File: src/rtl/sr_pulse_conditioner.sv
//------------------------------------------------------------------------------
// sr_pulse_conditioner
//
// Front end for a NOR SR latch. Two raw asynchronous pad inputs (set, reset)
// are synchronised and debounced. Each accepted rising edge becomes a clean,
// fixed-width pulse. The two pulse outputs are never high together, so the
// latch never sees S=R=1.
//
// Ports
//   clk          in   system clock, rising edge
//   rst_n        in   asynchronous active-low reset
//   set_raw      in   raw set request, asynchronous to clk
//   reset_raw    in   raw reset request, asynchronous to clk
//   set_pulse    out  registered set pulse, drives latch S (io_in[0])
//   reset_pulse  out  registered reset pulse, drives latch R (io_in[1])
//   conflict     out  one-cycle flag: set and reset edges accepted together
//   conflict_cnt out  [7:0] saturating count of conflict events; present only
//                     when SR_COND_CONFLICT_CNT_EN is defined
//
// Parameters
//   DEBOUNCE_CYCLES  consecutive stable synchronised samples needed to accept
//                    a new level (>=1)
//   PULSE_LEN        output pulse width in clk cycles (>=1)
//
// Optional feature macro: SR_COND_CONFLICT_CNT_EN
//
// Latency: a clean raw 0->1 transition reaches the pulse output
// DEBOUNCE_CYCLES+3 rising edges later. That is 2 synchroniser edges,
// DEBOUNCE_CYCLES debounce edges and 1 FSM edge.
//------------------------------------------------------------------------------
module sr_pulse_conditioner #(
  parameter int DEBOUNCE_CYCLES = 4,
  parameter int PULSE_LEN       = 2
) (
  input  logic       clk,
  input  logic       rst_n,
  input  logic       set_raw,
  input  logic       reset_raw,
  output logic       set_pulse,
  output logic       reset_pulse,
`ifdef SR_COND_CONFLICT_CNT_EN
  output logic       conflict,
  output logic [7:0] conflict_cnt
`else
  output logic       conflict
`endif
);

  localparam int CNT_W  = $clog2(DEBOUNCE_CYCLES + 1);
  localparam int PCNT_W = (PULSE_LEN > 1) ? $clog2(PULSE_LEN) : 1;

  localparam logic [CNT_W-1:0]  DEB_LAST = CNT_W'(DEBOUNCE_CYCLES - 1);
  localparam logic [PCNT_W-1:0] PLS_LAST = PCNT_W'(PULSE_LEN - 1);

  // Channel 0 is set, channel 1 is reset.
  logic [1:0] w_raw;
  logic [1:0] w_req;

  assign w_raw = {reset_raw, set_raw};

  //----------------------------------------------------------------------------
  // Per-channel synchroniser, debouncer and rising-edge detector
  //----------------------------------------------------------------------------
  generate
    for (genvar gi = 0; gi < 2; gi++) begin : g_ch
      logic             r_sync1;
      logic             r_syn;
      logic             r_deb;
      logic             r_deb_d;
      logic [CNT_W-1:0] r_cnt;

      always_ff @(posedge clk or negedge rst_n) begin
        if (!rst_n) begin
          r_sync1 <= 1'b0;
          r_syn   <= 1'b0;
          r_deb   <= 1'b0;
          r_deb_d <= 1'b0;
          r_cnt   <= '0;
        end else begin
          r_sync1 <= w_raw[gi];
          r_syn   <= r_sync1;
          r_deb_d <= r_deb;
          // r_cnt counts consecutive samples that disagree with the
          // accepted level. The DEBOUNCE_CYCLES-th disagreeing sample
          // commits the new level. Any agreeing sample restarts the count.
          if (r_syn == r_deb) begin
            r_cnt <= '0;
          end else if (r_cnt == DEB_LAST) begin
            r_deb <= r_syn;
            r_cnt <= '0;
          end else begin
            r_cnt <= r_cnt + CNT_W'(1);
          end
        end
      end

      // Only the 0->1 transition of the debounced level is a request.
      // Falling edges are ignored.
      assign w_req[gi] = r_deb & ~r_deb_d;
    end
  endgenerate

  //----------------------------------------------------------------------------
  // Pulse FSM
  //----------------------------------------------------------------------------
  typedef enum logic [1:0] {
    S_IDLE  = 2'd0,
    S_SET_P = 2'd1,
    S_RST_P = 2'd2
  } state_t;

  state_t              r_state;
  state_t              w_state_next;
  logic [PCNT_W-1:0]   r_pcnt;
  logic [PCNT_W-1:0]   w_pcnt_next;
  logic                w_conflict_next;
  logic                r_set_pulse;
  logic                r_reset_pulse;
  logic                r_conflict;

  always_comb begin
    w_state_next    = r_state;
    w_pcnt_next     = r_pcnt;
    w_conflict_next = 1'b0;

    case (r_state)
      S_IDLE: begin
        w_pcnt_next = '0;
        if (w_req[0] && w_req[1]) begin
          // The two edges arrive together: flag the event and issue no pulse.
          w_conflict_next = 1'b1;
        end else if (w_req[0]) begin
          w_state_next = S_SET_P;
        end else if (w_req[1]) begin
          w_state_next = S_RST_P;
        end
      end

      S_SET_P: begin
        if (w_req[1]) begin
          // A reset aborts the set pulse and starts a full reset pulse.
          // A new set request here is dropped; it does not extend the pulse.
          w_state_next = S_RST_P;
          w_pcnt_next  = '0;
        end else if (r_pcnt == PLS_LEN_LAST()) begin
          w_state_next = S_IDLE;
          w_pcnt_next  = '0;
        end else begin
          w_pcnt_next  = r_pcnt + PCNT_W'(1);
        end
      end

      S_RST_P: begin
        // A reset pulse runs to completion. All requests are dropped.
        if (r_pcnt == PLS_LEN_LAST()) begin
          w_state_next = S_IDLE;
          w_pcnt_next  = '0;
        end else begin
          w_pcnt_next  = r_pcnt + PCNT_W'(1);
        end
      end

      default: begin
        w_state_next = S_IDLE;
        w_pcnt_next  = '0;
      end
    endcase
  end

  function automatic logic [PCNT_W-1:0] PLS_LEN_LAST();
    return PLS_LAST;
  endfunction

  // The outputs are registered copies of the next state. They therefore
  // rise on the same edge the FSM enters a pulse state, and they come
  // straight from flops with no decode glitches toward the latch.
  always_ff @(posedge clk or negedge rst_n) begin
    if (!rst_n) begin
      r_state       <= S_IDLE;
      r_pcnt        <= '0;
      r_set_pulse   <= 1'b0;
      r_reset_pulse <= 1'b0;
      r_conflict    <= 1'b0;
    end else begin
      r_state       <= w_state_next;
      r_pcnt        <= w_pcnt_next;
      r_set_pulse   <= (w_state_next == S_SET_P);
      r_reset_pulse <= (w_state_next == S_RST_P);
      r_conflict    <= w_conflict_next;
    end
  end

  assign set_pulse   = r_set_pulse;
  assign reset_pulse = r_reset_pulse;
  assign conflict    = r_conflict;

`ifdef SR_COND_CONFLICT_CNT_EN
  //----------------------------------------------------------------------------
  // Saturating conflict event counter. Only rst_n clears it.
  //----------------------------------------------------------------------------
  logic [7:0] r_conflict_cnt;

  always_ff @(posedge clk or negedge rst_n) begin
    if (!rst_n) begin
      r_conflict_cnt <= 8'h00;
    end else if (w_conflict_next && (r_conflict_cnt != 8'hFF)) begin
      r_conflict_cnt <= r_conflict_cnt + 8'h01;
    end
  end

  assign conflict_cnt = r_conflict_cnt;
`endif

endmodule
File: config.mk
export PLATFORM = sky130hd
export DESIGN_NAME = sr_pulse_conditioner
export DESIGN_NICKNAME = d
export VERILOG_FILES = /design/src/rtl/sr_pulse_conditioner.sv
export SDC_FILE = /design/constraint.sdc
export NUM_CORES = 1
export LEC_CHECK = 0
export BUFFER_PORTS_ARGS = -buffer_cell sky130_fd_sc_hd__buf_2
export CORE_MARGIN = 5
export CORE_UTILIZATION = 30
export CTS_CLUSTER_SIZE = 14
export DETAILED_ROUTE_END_ITERATION = 7
export PLACE_DENSITY = 0.55
export REMOVE_ABC_BUFFERS = 1
export SLEW_MARGIN = 25
export SYNTH_ARGS = -nofsm -noshare
export SYNTH_HDL_FRONTEND = slang
export SYNTH_SLANG_ARGS = --single-unit
File: constraint.sdc
create_clock -name clk -period 1.9 [get_ports clk]
set_input_delay 0.095 -clock clk [delete_from_list [all_inputs] [get_ports clk]]
set_output_delay 0.095 -clock clk [all_outputs]
set_load 0.01 [all_outputs]
==> flow_summary.ini <==
[cells_and_area]
area_delta_synth_final_pct = 17.82
final.fill_count = 256
layout_commonest_cell = dfrtp_1
stdcell_count = 105
final_cell_mix = 20 x dfrtp_1, 6 x ha_1, 6 x buf_2, 5 x nor3b_1, 4 x inv_1
post-route-util_pct = 36.61
final_layout_size_suffix_gt1_share_pct = 27.03
antenna_cells = 0
fin_nets = 85
regArea_sq_um = 500.5
multi_input_area_sq_um = 334.1
design_area_sq_um = 1001

[synth]
synth_area_leader_cell = dfrtp_1
synthFlopType = dfrtp_1
synth-warning-count = 0
synth_edf_count = 0
syn-instance-count = 61
syn_area_sq_um = 849.6
synth_cell_type_count = 21
synthArstFlopShare_pct = 100.0
synth_area_leaders = dfrtp_1 59%, ha_1 8.8%, nor3b_1 4.4%
synth_top_area_share_pct = 58.91
synth.avg_cell_area_sq_um = 13.93
ys_seq_elements = 20
ys_seq_area_share_pct = 58.91

[global_route]
grtUsageTotal_pct = 6.264
gr-total-overflow = 0
grt_max_degree = 21
grt_first_pass_wirelength_microns = 2028
antenna_found_initial = 0
grt_pass1_vias = 476

[power]
max-vdd-ir-drop_uv = 863.1
p_leak_nw = 0.4816
cellPowerDensity_nw_per_um2 = 1522
finalPower_mw = 1.523

[worst_setup_path]
cp-end-kind = flop
r2r_cells = 6
rr_startpoint = r_state[0]$_DFF_PN0_
cp_slowest_cell = dfrtp_1
arrival_ns = 1.77
cp.required_ns = 2.09
r2r-end = set_pulse$_DFF_PN0_
start_kind = flop
crit_path_max_fanout = 5
crit_top_cell = inv_1
path_cells = inv_1 -> ha_1 -> inv_1 -> o32ai_1 -> a211oi_2 -> nor3b_2
path_delay_family = flip-flops
ff2ff_setup_slack_ns = 0.33
crit_type = flop to flop
max_stage_delay_ns = 0.48
critical_path_buf_inv_count = 2

[floorplan]
die_w_microns = 63.22
die_h_microns = 63.22
core_sq_um = 2734
io_pins = 7
dieArea_sq_um = 3996
rows = 19
initial_core_util_pct = 31.08

[routing]
dr.pass1.iters = 4
wirelength_microns = 1103
first_iter_violations = 6
vias_per_cell = 4.371
routed-via-count = 459
drc = 0
drtAntennaViolNets = 0
routedWlPerCell_microns = 10.50

[clock_tree]
cts.sinks = 20
clk_latency_ns = 0.29
root_buffer = clkbuf_4
cts.clk_slew.worst_paths_ns = 0.11
cts_made_buffers = 3
cts_tree = done
post_cts_resized = 0
cts_hold_buf = 3
h-tree-depth = 1
clk_path_buf_depth = 2
post-cts-setup-buffer-count = 0

[flow_run]
cap_violations = 0

[timing]
finClkSkew_ns = 0.001240
holdWs_ns = 0.2504
setup_viol_count_final = 0
timing.setup.tns_ns = 0
setup_ws_ns = 0.3273
fin_crit_ns = 1.573
worst_pin_slew_ns = 0.4256
rsz0062_at_grt = no
maxSlewHeadroom_pct = 71.63
fin_crit_sh_pct = 82.78
hold_viol_final = 0
clock.fmax_mhz = 635.8
slew_violations = 0

[min_path]
min_path_type = primary input to async pin

[placement]
place_ws_ns = 0.3375
hpwl_microns = 830
port_buffers = 6
dpl.cell_count = 98
placed_area_sq_um = 918.4
place_congestion = 0.7415

[run_status]
status = completed
==> cells by family after synthesis <==
kind of cell               after synthesis  share of synthesized area, %
adders and majority gates                7                         10.16
DFF                                     20                         58.91
buffers and inverters                    4                         1.767
muxes                                    2                         2.651
AOI/OAI and AO/OA                        4                         6.480
xor gates and xnor gates                 2                         2.062
and+or+nand+nor                         22                         17.97
==> where the power goes <==
part	total [mW]	internal (mW)	leakage, nW	switching, mW
Sequential	0.651	0.553	0.254	0.0978
Clock	0.340	0.213	0.0279	0.127
Combinational	0.532	0.275	0.200	0.257
Total	1.52	1.04	0.482	0.482
==> per-layer routing <==
layer,vias to the layer above,wire length [microns],GRT usage (%)
li1,231,-,-
met3,0,60,3.197
met2,7,471,9.615
met5,-,0,0
met4,0,0,0.7792
met1,221,572,8.129
==> state kept, by name, indices dropped and copies added, names as in the netlist <==
| signal | flops |
|---|---|
| g_ch.r_cnt | 6 |
| r_pcnt | 1 |
| g_ch.r_deb | 2 |
| set_pulse | 1 |
| reset_pulse | 1 |
| r_state | 2 |
| conflict | 1 |
| g_ch.r_syn | 2 |
| g_ch.r_sync1 | 2 |
| g_ch.r_deb_d | 2 |
==> synth_stat cells (2+ instances only) <==
cell and instances:
dfrtp_1 20, ha_1 6, nor3b_1 5, inv_1 4
nor2_1 3, nor3_1 3, mux2_2 2, nand2b_1 2
nor2b_1 2, nor3b_2 2, xnor2_1 2
==> final cells by class <==
class	instances	share of cell area, %
inverters	4	1.500
multi-input cells	37	33.37
clock inverters	1	3.000
well taps	31	3.875
clock buffers	3	2.250
flip-flops and latches	20	50.00
repair buffers	9	6.000
==> worst max-delay path by stage <==
stage                    startpoint                   to  slack [ns]  depth (start not counted)
3_3_place_gp   r_state[0]$_DFF_PN0_  set_pulse$_DFF_PN0_        0.35                          6
4_1_cts        r_state[0]$_DFF_PN0_  set_pulse$_DFF_PN0_        0.33                          6
6_report       r_state[0]$_DFF_PN0_  set_pulse$_DFF_PN0_        0.33                          6
3_5_place_dp   r_state[0]$_DFF_PN0_  set_pulse$_DFF_PN0_        0.34                          6
5_1_grt        r_state[0]$_DFF_PN0_  set_pulse$_DFF_PN0_        0.17                          6
2_1_floorplan  r_state[0]$_DFF_PN0_  set_pulse$_DFF_PN0_        0.45                          6
Note: power is estimated with default switching activity, not from simulation.
